[config.mk]
export PLATFORM = sky130hd
export DESIGN_NAME = rst_sequencer
export DESIGN_NICKNAME = d
export VERILOG_FILES = /design/src/rtl/rst_seq_pkg.sv /design/src/rtl/rst_sync_chain.sv /design/src/rtl/rst_sequencer.sv
export SDC_FILE = /design/constraint.sdc
export NUM_CORES = 1
export LEC_CHECK = 0
export CAP_MARGIN = 20
export CORE_AREA = 2 2 39 41
export CTS_CLUSTER_SIZE = 12
export DETAILED_ROUTE_END_ITERATION = 10
export DIE_AREA = 0 0 41 43
export PLACE_DENSITY = 0.68
export SLEW_MARGIN = 20
export SYNTH_ARGS = -nofsm -noshare
export SYNTH_HDL_FRONTEND = slang
export SYNTH_HIERARCHICAL = 1
export SYNTH_SLANG_ARGS = --single-unit
[constraint.sdc]
create_clock -name sys_clk -period 2.4 [get_ports sys_clk]
set_clock_uncertainty 0.1 [all_clocks]
set_input_delay 0.36 -clock sys_clk [delete_from_list [all_inputs] [get_ports sys_clk]]
set_output_delay 0.36 -clock sys_clk [all_outputs]
set_load 0.01 [all_outputs]
[src/rtl/rst_seq_pkg.sv]
// rst_seq_pkg
// Shared definitions for the reset sequencer slice: the 2-bit sequencer
// state type with its encodings, and the width of the soft-reset counter.
package rst_seq_pkg;

  localparam int unsigned SOFT_CNT_W = 8;

  typedef enum logic [1:0] {
    ST_RESET   = 2'd0,
    ST_RELEASE = 2'd1,
    ST_DONE    = 2'd2,
    ST_HOLD    = 2'd3
  } state_t;

endpackage

[src/rtl/rst_sync_chain.sv]
// rst_sync_chain
// Async-assert / sync-deassert reset synchroniser, SYNC_STAGES flops deep.
// Ports:
//   clk        in  1  clock
//   rst_n      in  1  raw asynchronous active-low reset
//   sync_rstn  out 1  synchronised reset (last stage); high SYNC_STAGES
//                     edges after rst_n rises, low immediately when rst_n falls
module rst_sync_chain #(
  parameter int unsigned SYNC_STAGES = 2
) (
  input  logic clk,
  input  logic rst_n,
  output logic sync_rstn
);

  logic [SYNC_STAGES-1:0] sync_q;
  logic [SYNC_STAGES-1:0] sync_d;

  always_comb begin
    sync_d = {sync_q[SYNC_STAGES-2:0], 1'b1};
  end

  always_ff @(posedge clk or negedge rst_n) begin
    if (!rst_n) begin
      sync_q <= '0;
    end else begin
      sync_q <= sync_d;
    end
  end

  assign sync_rstn = sync_q[SYNC_STAGES-1];

endmodule

[src/rtl/rst_sequencer.sv]
// rst_sequencer
// Synchronises system reset deassertion, then releases NUM_DOMAINS
// active-low domain resets one by one, STAGGER_CYC cycles apart, starting
// with bit 0. With RST_SEQ_SOFT_EN defined, a soft-reset request sampled in
// ST_DONE re-asserts all domains for HOLD_CYC cycles and re-runs the release
// sequence; accepted requests are counted (saturating).
// Ports:
//   sys_clk       in  1            clock
//   sys_resetn    in  1            async active-low hard reset
//   domain_rstn   out NUM_DOMAINS  per-domain resets (registered)
//   seq_done      out 1            all domains released (registered)
//   seq_state     out 2            current sequencer state
//   soft_rst_req  in  1            soft reset request   (RST_SEQ_SOFT_EN only)
//   soft_cnt      out SOFT_CNT_W   accepted soft resets (RST_SEQ_SOFT_EN only)
module rst_sequencer
  import rst_seq_pkg::*;
#(
  parameter int unsigned SYNC_STAGES = 2,
  parameter int unsigned NUM_DOMAINS = 3,
  parameter int unsigned STAGGER_CYC = 4,
  parameter int unsigned HOLD_CYC    = 8
) (
  input  logic                   sys_clk,
  input  logic                   sys_resetn,
  output logic [NUM_DOMAINS-1:0] domain_rstn,
  output logic                   seq_done,
  output logic [1:0]             seq_state
`ifdef RST_SEQ_SOFT_EN
  ,
  input  logic                   soft_rst_req,
  output logic [SOFT_CNT_W-1:0]  soft_cnt
`endif
);

  localparam int unsigned MAX_CYC = (STAGGER_CYC > HOLD_CYC) ? STAGGER_CYC : HOLD_CYC;
  localparam int unsigned CNT_W   = (MAX_CYC > 1) ? $clog2(MAX_CYC) : 1;
  localparam int unsigned IDX_W   = (NUM_DOMAINS > 1) ? $clog2(NUM_DOMAINS) : 1;

  logic                   sync_rstn;

  state_t                 state_q,  state_d;
  logic [CNT_W-1:0]       cnt_q,    cnt_d;
  logic [IDX_W-1:0]       idx_q,    idx_d;
  logic [NUM_DOMAINS-1:0] domain_q, domain_d;
  logic                   done_q,   done_d;
`ifdef RST_SEQ_SOFT_EN
  logic [SOFT_CNT_W-1:0]  soft_cnt_q, soft_cnt_d;
`endif

  rst_sync_chain #(
    .SYNC_STAGES (SYNC_STAGES)
  ) u_sync (
    .clk       (sys_clk),
    .rst_n     (sys_resetn),
    .sync_rstn (sync_rstn)
  );

  always_comb begin
    state_d  = state_q;
    cnt_d    = cnt_q;
    idx_d    = idx_q;
    domain_d = domain_q;
    done_d   = done_q;
`ifdef RST_SEQ_SOFT_EN
    soft_cnt_d = soft_cnt_q;
`endif
    case (state_q)
      ST_RESET: begin
        if (sync_rstn) begin
          state_d = ST_RELEASE;
          cnt_d   = '0;
          idx_d   = '0;
        end
      end
      ST_RELEASE: begin
        if (cnt_q == CNT_W'(STAGGER_CYC - 1)) begin
          cnt_d = '0;
          // Decoded loop rather than domain_d[idx_q] keeps the select in range
          // for every NUM_DOMAINS, including 1.
          for (int unsigned k = 0; k < NUM_DOMAINS; k++) begin
            if (idx_q == IDX_W'(k)) domain_d[k] = 1'b1;
          end
          if (idx_q == IDX_W'(NUM_DOMAINS - 1)) begin
            state_d = ST_DONE;
            done_d  = 1'b1;
            idx_d   = '0;
          end else begin
            idx_d = idx_q + IDX_W'(1);
          end
        end else begin
          cnt_d = cnt_q + CNT_W'(1);
        end
      end
      ST_DONE: begin
`ifdef RST_SEQ_SOFT_EN
        if (soft_rst_req) begin
          state_d  = ST_HOLD;
          domain_d = '0;
          done_d   = 1'b0;
          cnt_d    = '0;
          if (soft_cnt_q != '1) soft_cnt_d = soft_cnt_q + SOFT_CNT_W'(1);
        end
`endif
      end
      ST_HOLD: begin
        if (cnt_q == CNT_W'(HOLD_CYC - 1)) begin
          state_d = ST_RELEASE;
          cnt_d   = '0;
          idx_d   = '0;
        end else begin
          cnt_d = cnt_q + CNT_W'(1);
        end
      end
      default: state_d = ST_RESET;
    endcase
  end

  always_ff @(posedge sys_clk or negedge sys_resetn) begin
    if (!sys_resetn) begin
      state_q  <= ST_RESET;
      cnt_q    <= '0;
      idx_q    <= '0;
      domain_q <= '0;
      done_q   <= 1'b0;
`ifdef RST_SEQ_SOFT_EN
      soft_cnt_q <= '0;
`endif
    end else begin
      state_q  <= state_d;
      cnt_q    <= cnt_d;
      idx_q    <= idx_d;
      domain_q <= domain_d;
      done_q   <= done_d;
`ifdef RST_SEQ_SOFT_EN
      soft_cnt_q <= soft_cnt_d;
`endif
    end
  end

  assign domain_rstn = domain_q;
  assign seq_done    = done_q;
  assign seq_state   = state_q;
`ifdef RST_SEQ_SOFT_EN
  assign soft_cnt    = soft_cnt_q;
`endif

endmodule

# Yosys cells after proc, flatten, opt, wreduce, memory -nomap -nowiden
# Index checks and enable logic that the tools add are counted.
# totals
reg_bits	12
inputBits	2
output_inout_bits	6
wordCells	42
# op_classes
n_addsub	2
eq_ne	10
n_mux	14
n_reduce_logical	9
# op_table
operator	n
two-way mux 2 bit	8
case mux 2 bit (3 select lines)	2
two-way mux 3 bit	3
case mux 3 bit (3 select lines)	1
AND reduction 3 bit	3
inequality test 2 bit (second input constant)	3
AND reduction 5 bit	1
== test 2 x 1 -> 1 bit (second input constant)	2
== test 2 bit (second input constant)	2
zero test 2 bit	2
AND reduction 4 bit	1
adder 3 x 1 -> 3 bit (second input constant)	1
== test 3 x 2 -> 1 bit (second input constant)	1
== test 3 bit (second input constant)	1
nonzero test 3 bit	1
adder 2 x 1 -> 2 bit (second input constant)	1
inequality test 2 x 1 -> 1 bit (second input constant)	1
AND reduction 2 bit	1

# Logic depth before layout (Yosys ltp)
# Gate-level depths: netlist of the first run.
# logic_depth
depth_word	4
depth_mapped	6
mapped_depth_nobuf	6

# Cells and area by module
# Netlist of the first run, hierarchy kept.
# by_module_without_submodules
mod	instances	cells_per_inst	area_each_um2
rst_sequencer	1	53	553.0
rst_sync_chain	1	3	53.8

# Least setup slack after synthesis of the first run
# No wires, ideal clock.
# synth_path
kind	register to register
start	reg cnt_q[0]
end	reg domain_q[1] (netlist: domain_rstn[1])
arrival_time_ns	1.209
slack_ns	0.971
stages_incl_launch_ff	5
n_path_buf	0
synth_period_minus_slack_ns	1.429
cell_sequence	dfrtp_1 > ha_1 > ha_1 > nor2b_1 > a31o_2
# synth_via
elab_chain_cells	2
# synth_lines
element	line_no	source
start, declared	rst_sequencer.sv:42	logic [CNT_W-1:0] cnt_q, cnt_d;
start signal, assigned	rst_sequencer.sv:130	cnt_q <= cnt_d;
== test 3 x 2 -> 1 bit	rst_sequencer.sv:76	if (cnt_q == CNT_W'(STAGGER_CYC - 1)) begin
AND reduction 3 bit (no source line)	-	
end signal, assigned	rst_sequencer.sv:132	domain_q <= domain_d;
end, declared	rst_sequencer.sv:44	logic [NUM_DOMAINS-1:0] domain_q, domain_d;
# Every way passes these cells.
# A chain may end at the register's enable or synchronous reset.

# Worst setup path after layout of the first run
# layout_path
start	reg state_q[0] (netlist: seq_state[0])
end	out seq_state[0]
# layout_rtl
element	line_no	source
start, declared	rst_sequencer.sv:41	state_t state_q, state_d;
start signal, assigned	rst_sequencer.sv:129	state_q <= state_d;
end, declared	rst_sequencer.sv:27	output logic [1:0] seq_state
# No word-level cell between the ends.

==> impl_metrics.env, run 1 <==
export IMPL_grt_pass1_vias=383
export IMPL_max_cap_viol_count=0
export IMPL_cts_setup_buffers=0
export IMPL_worstHoldStart="u_sync/sync_q[0]"
export IMPL_hold_path_class="register to register"
export IMPL_fin_crit_ps=1917
export IMPL_critPathLaunchType="register"
export IMPL_place_inst=77
export IMPL_die_w_um=41
export IMPL_grt_overflow_total=0
export IMPL_antenna_found_initial=0
export IMPL_final_area_um2=704.4
export IMPL_synth_seq_cells=12
export IMPL_path_cells="clkdlybuf4s50_1"
export IMPL_rows=14
export IMPL_r2r_setup_slack_ps=800
export IMPL_rsz0062_at_grt="no"
export IMPL_drv_slew=0
export IMPL_max_freq_mhz=521.7
export IMPL_clk_path_buf_depth=2
export IMPL_hold_slack_ps=250.9
export IMPL_insertion_delay_ps=270
export IMPL_grtUsageTotal_pct=14.97
export IMPL_outcome="finished, final reports clean"
export IMPL_hold_buffers=0
export IMPL_die_h_um=43
export IMPL_cts_root_buf="clkbuf_4"
export IMPL_slowest_delay_ps=610
export IMPL_cp_arrival_ps=1460
export IMPL_p_leak_nw=0.3173
export IMPL_yosysMostFrequentCell="dfrtp_1"
export IMPL_start_util_pct=43.85
export IMPL_max_slew_margin_rel_pct=64.37
export IMPL_n_fill_cell=141
export IMPL_min_delay_path_depth=0
export IMPL_cp_depth=1
export IMPL_dr_pass1_iters=3
export IMPL_routed_wl_um=964
export IMPL_required_ps=1940
export IMPL_synthTopCellsByCount="dfrtp_1 (12), nand2_1 (6), nor2b_1 (6)"
export IMPL_core_area_um2=1384
export IMPL_crit_buf_inv=1
export IMPL_ant_nets=0
export IMPL_cts_inserted_buffers=3
export IMPL_yosysTopAreaCell="dfrtp_1"
export IMPL_fin_cells=80
export IMPL_rr_startpoint="cnt_q[0]"
export IMPL_yosysUniqueCellTypes=22
export IMPL_cts_resized=0
export IMPL_clk_pin_slew_worst_paths_ps=70
export IMPL_cts_sinks=12
export IMPL_r2r_end="idx_q[1]"
export IMPL_tns_ps=0
export IMPL_crit_type="register to primary output"
export IMPL_nNetsFinal=73
export IMPL_synth_area_leaders="dfrtp_1 (49%), ha_1 (10%), nor2b_1 (6.2%)"
export IMPL_min_to="u_sync/sync_q[1]"
export IMPL_hold_violations=0
export IMPL_first_iter_violations=1
export IMPL_syn_area_um2=606.8
export IMPL_crit_family="buffers and inverters"
export IMPL_cts_htree_levels=1
export IMPL_place_area_um2=681.9
export IMPL_crit_fanout=12
export IMPL_grt_start_max_net_pins=13
export IMPL_dieArea_um2=1763
export IMPL_cp_end_kind="primary output"
export IMPL_areaGrowthSynthToFinish_pct=16.08
export IMPL_fin_crit_sh_pct=79.87
export IMPL_grt_first_pass_wirelength_um=1676
export IMPL_synth_nets=63
export IMPL_wl_per_cell_um=12.05
export IMPL_ys_flop_type="dfrtp_1"
export IMPL_io_pins=8
export IMPL_syn_area_per_cell_um2=10.84
export IMPL_cts_tree="yes"
export IMPL_n_antenna_cell=0
export IMPL_ir_drop_mv=0.5431
export IMPL_synth_edf_count=0
export IMPL_viasPerCell=5.038
export IMPL_synth_async_reset_ratio_pct=100.0
export IMPL_io_buffers=7
export IMPL_vias=403
export IMPL_power_density_nw_per_um2=1175
export IMPL_hpwl_um=733.4
export IMPL_gp_congestion=0.7258
export IMPL_worst_pin_slew_ps=532.8
export IMPL_layout_drive_gt1_share_pct=10.94
export IMPL_drc_errors=0
export IMPL_netlist_area_leader_share_pct=49.48
export IMPL_r2r_cells=5
export IMPL_synth_warnings=6
export IMPL_seq_area_frac_synth_pct=49.48
export IMPL_setup_viol=0
export IMPL_synth_cells=56
export IMPL_slowest_stage="clkdlybuf4s50_1"
## registers in the layout (all words and copies together) (netlist names)
| register | count |
|---|---|
| cnt_q | 3 |
| domain_rstn | 2 |
| idx_q | 2 |
| seq_state | 2 |
| u_sync/sync_q | 2 |
| seq_done | 1 |
## cell usage in the layout (no fill, tap or decap)
master	count
inv_1	3
mux2i_1	1
or2_1	1
o31ai_1	1
o2bb2ai_1	2
a21oi_1	2
nor2_1	2
nor3_2	1
a21o_1	1
clkbuf_4	3
o21ai_0	1
conb_1	1
nand2b_4	1
ha_1	5
nand2_1	6
dfrtp_1	12
clkdlybuf4s50_1	7
nand2b_1	3
o21bai_1	1
nor2b_1	6
mux2_2	1
o22ai_1	2
a31o_2	1
## routing by layer
metal  global-route usage [%]  vias to the layer above  part of all wire (%)
li1                         -                      202                     -
met1                    17.85                      188                    44
met2                    20.94                        8                    48
met3                    7.853                        5                   5.4
met4                    8.000                        0                   2.5
met5                        0                        -                     0
## how the worst max path moves through the flow
stage	slack, ps	endpoint	from
after floorplan	970	domain_rstn[1]	cnt_q[0]
after global placement	810	seq_state[0]	seq_state[0]
after detailed placement	770	seq_state[0]	seq_state[0]
after CTS	470	seq_state[0]	seq_state[0]
after global routing	390	seq_state[0]	seq_state[0]
final	480	seq_state[0]	seq_state[0]
## stage by stage
stage	total power, mW	util [%]	setup WS (ps)
3_3_place_gp	0.7042	49.28	806.8
4_1_cts	0.8421	50.90	472.1
5_1_grt	0.9052	50.90	386.4
6_report	0.8279	50.90	483.2
3_5_place_dp	0.7229	49.28	772.8
2_1_floorplan	0.5944	-	970.9
## cells by family (layout without fill, tap and decap cells)
kind of cell,count (synthesis),after routing,synth area share (%)
muxes,2,2,3.505
other,1,1,0.6180
buffers and inverters,5,13,4.329
and+or+nand+nor,20,20,19.18
AOI/OAI and AO/OA,11,11,12.58
adders and majority gates,5,5,10.31
DFF,12,12,49.48
## power by group
group / switching, mW / internal [mW]
Clock: 0.0581 / 0.0579
Combinational: 0.157 / 0.201
Sequential: 0.0781 / 0.276
Total: 0.293 / 0.535
## cell type report
| type | instances | area [µm²] | share of cell area [%] |
|---|---|---|---|
| repair buffers | 7 | 70.07 | 9.947 |
| multi-input cells | 39 | 280.3 | 39.79 |
| well taps | 16 | 20.02 | 2.842 |
| clock buffers | 3 | 22.52 | 3.197 |
| flip-flops and latches | 12 | 300.3 | 42.63 |
| inverters | 3 | 11.26 | 1.599 |
No activity file was read; power rests on OpenSTA's default activity.
==> run 2: changes to the inputs <==
Clock period 2.4 ns to 1.9 ns, I/O delays scaled along.
==> impl_metrics.env, run 2 (same netlist as run 1, synthesis figures left out) <==
export IMPL_die_w_um=41
export IMPL_grt_overflow_total=0
export IMPL_cts_htree_levels=1
export IMPL_gp_congestion=0.7058
export IMPL_cts_setup_buffers=0
export IMPL_seq_power_share_pct=41.2
export IMPL_clk_pin_slew_worst_paths_ps=70
export IMPL_max_cap_viol_count=0
export IMPL_n_fill_cell=130
export IMPL_final_cell_mix="dfrtp_1 (12), clkdlybuf4s50_1 (7), nor2b_1 (6), nand2_1 (6), ha_1 (5)"
export IMPL_cts_sinks=12
export IMPL_hold_buffers=0
export IMPL_tns_ps=0
export IMPL_r2r_cells=4
export IMPL_cts_tree="yes"
export IMPL_cp_arrival_ps=1370
export IMPL_dieArea_um2=1763
export IMPL_die_h_um=43
export IMPL_grtUsageTotal_pct=15.34
export IMPL_fin_cells=81
export IMPL_cp_depth=1
export IMPL_crit_type="register to primary output"
export IMPL_hpwl_um=705.3
export IMPL_clk_path_buf_depth=2
export IMPL_slowest_stage="clkdlybuf4s50_1"
export IMPL_crit_family="buffers and inverters"
export IMPL_p_leak_nw=0.3215
export IMPL_io_pins=8
export IMPL_drv_slew=0
export IMPL_dr_pass1_iters=3
export IMPL_cp_end_kind="primary output"
export IMPL_cts_root_buf="clkbuf_4"
export IMPL_grt_first_pass_wirelength_um=1766
export IMPL_grt_pass1_vias=409
export IMPL_drc_errors=0
export IMPL_regMostFlops="cnt_q"
export IMPL_rows=14
export IMPL_swShare_pct=35.27
export IMPL_viasPerCell=5.037
export IMPL_crit_buf_inv=1
export IMPL_crit_fanout=10
export IMPL_hold_violations=0
export IMPL_layout_drive_gt1_share_pct=12.31
export IMPL_rsz0062_at_grt="no"
export IMPL_power_density_nw_per_um2=1476
export IMPL_power_frac_comb_pct=44.5
export IMPL_final_util_pct=51.45
export IMPL_slowest_delay_ps=600
export IMPL_critPathLaunchType="register"
export IMPL_core_area_um2=1384
export IMPL_fin_crit_sh_pct=92.49
export IMPL_largest_reg_flops=3
export IMPL_setup_viol=0
export IMPL_p_switching_mw=0.3706
export IMPL_max_freq_mhz=569.1
export IMPL_vias=408
export IMPL_insertion_delay_ps=260
export IMPL_grt_start_max_net_pins=13
export IMPL_n_antenna_cell=0
export IMPL_hold_slack_ps=256.9
export IMPL_antenna_found_initial=0
export IMPL_start_util_pct=43.85
export IMPL_worst_pin_slew_ps=512.3
export IMPL_fin_crit_ps=1757
export IMPL_wl_per_cell_um=11.47
export IMPL_clockPowerShare_pct=14.3
export IMPL_ant_nets=0
export IMPL_areaGrowthSynthToFinish_pct=17.32
export IMPL_required_ps=1510
export IMPL_path_cells="clkdlybuf4s50_1"
export IMPL_io_buffers=7
export IMPL_cts_inserted_buffers=3
export IMPL_nNetsFinal=74
export IMPL_ir_drop_mv=0.6806
export IMPL_layout_commonest_cell="dfrtp_1"
export IMPL_hold_path_class="primary input to async pin"
export IMPL_routed_wl_um=929
export IMPL_outcome="finished, final reports clean"
export IMPL_first_iter_violations=10
export IMPL_total_power_mw=1.051
export IMPL_cts_resized=0
export IMPL_max_slew_margin_rel_pct=65.74
export IMPL_place_inst=78
export IMPL_internal_power_mw=0.6802
[run 2: cell count changes in the layout (fill, tap and decap cells not counted)]
| cell | before | now |
|---|---|---|
| buf_4 | 0 | 1 |
[run 2: per-stage QoR]
| stage | worst slack, ps | cell area (µm²) |
|---|---|---|
| final | 142.7 | 711.9 |
| after global routing | 76.34 | 711.9 |
| after CTS | 110.4 | 711.9 |
| after detailed placement | 373.5 | 689.4 |
| after global placement | 405.0 | 689.4 |
| after floorplan | 470.9 | 606.8 |
[run 2: path summary, 6_finish.rpt]
check                      slack, ps             start          endpoint
setup reg to reg                 380          cnt_q[0]    domain_rstn[1]
hold / removal                   260        sys_resetn          cnt_q[2]
min in group sys_clk             260  u_sync/sync_q[0]  u_sync/sync_q[1]
setup / recovery                 140      seq_state[1]      seq_state[1]
hold reg to reg                  260  u_sync/sync_q[0]  u_sync/sync_q[1]
max in group asynchronous       1100        sys_resetn      seq_state[1]
[run 2: layout make-up]
class                   count  area (µm²)  area share [%]
flip-flops and latches     12       300.3           42.18
multi-input cells          39       280.3           39.37
repair buffers              8       77.57           10.90
clock buffers               3       22.52           3.163
well taps                  16       20.02           2.812
inverters                   3       11.26           1.582
[run 2: power groups by stage]
stage	Combinational (mW)	Sequential (mW)	Clock, mW
after global placement	0.466	0.439	0
after detailed placement	0.475	0.440	0
after global routing	0.544	0.454	0.171
after CTS	0.476	0.435	0.160
final	0.467	0.433	0.151
after floorplan	0.307	0.444	0
[run 2: layer usage]
metal  share of wire [%]  vias to the layer above  wire, µm  GRT usage (%)
met5                   0                        -         0              0
met4                0.86                        0         8          8.000
met3                 4.0                        2        37          4.712
met2                  48                        5       447          21.56
met1                  47                      197       435          20.48
li1                    -                      204         -              -
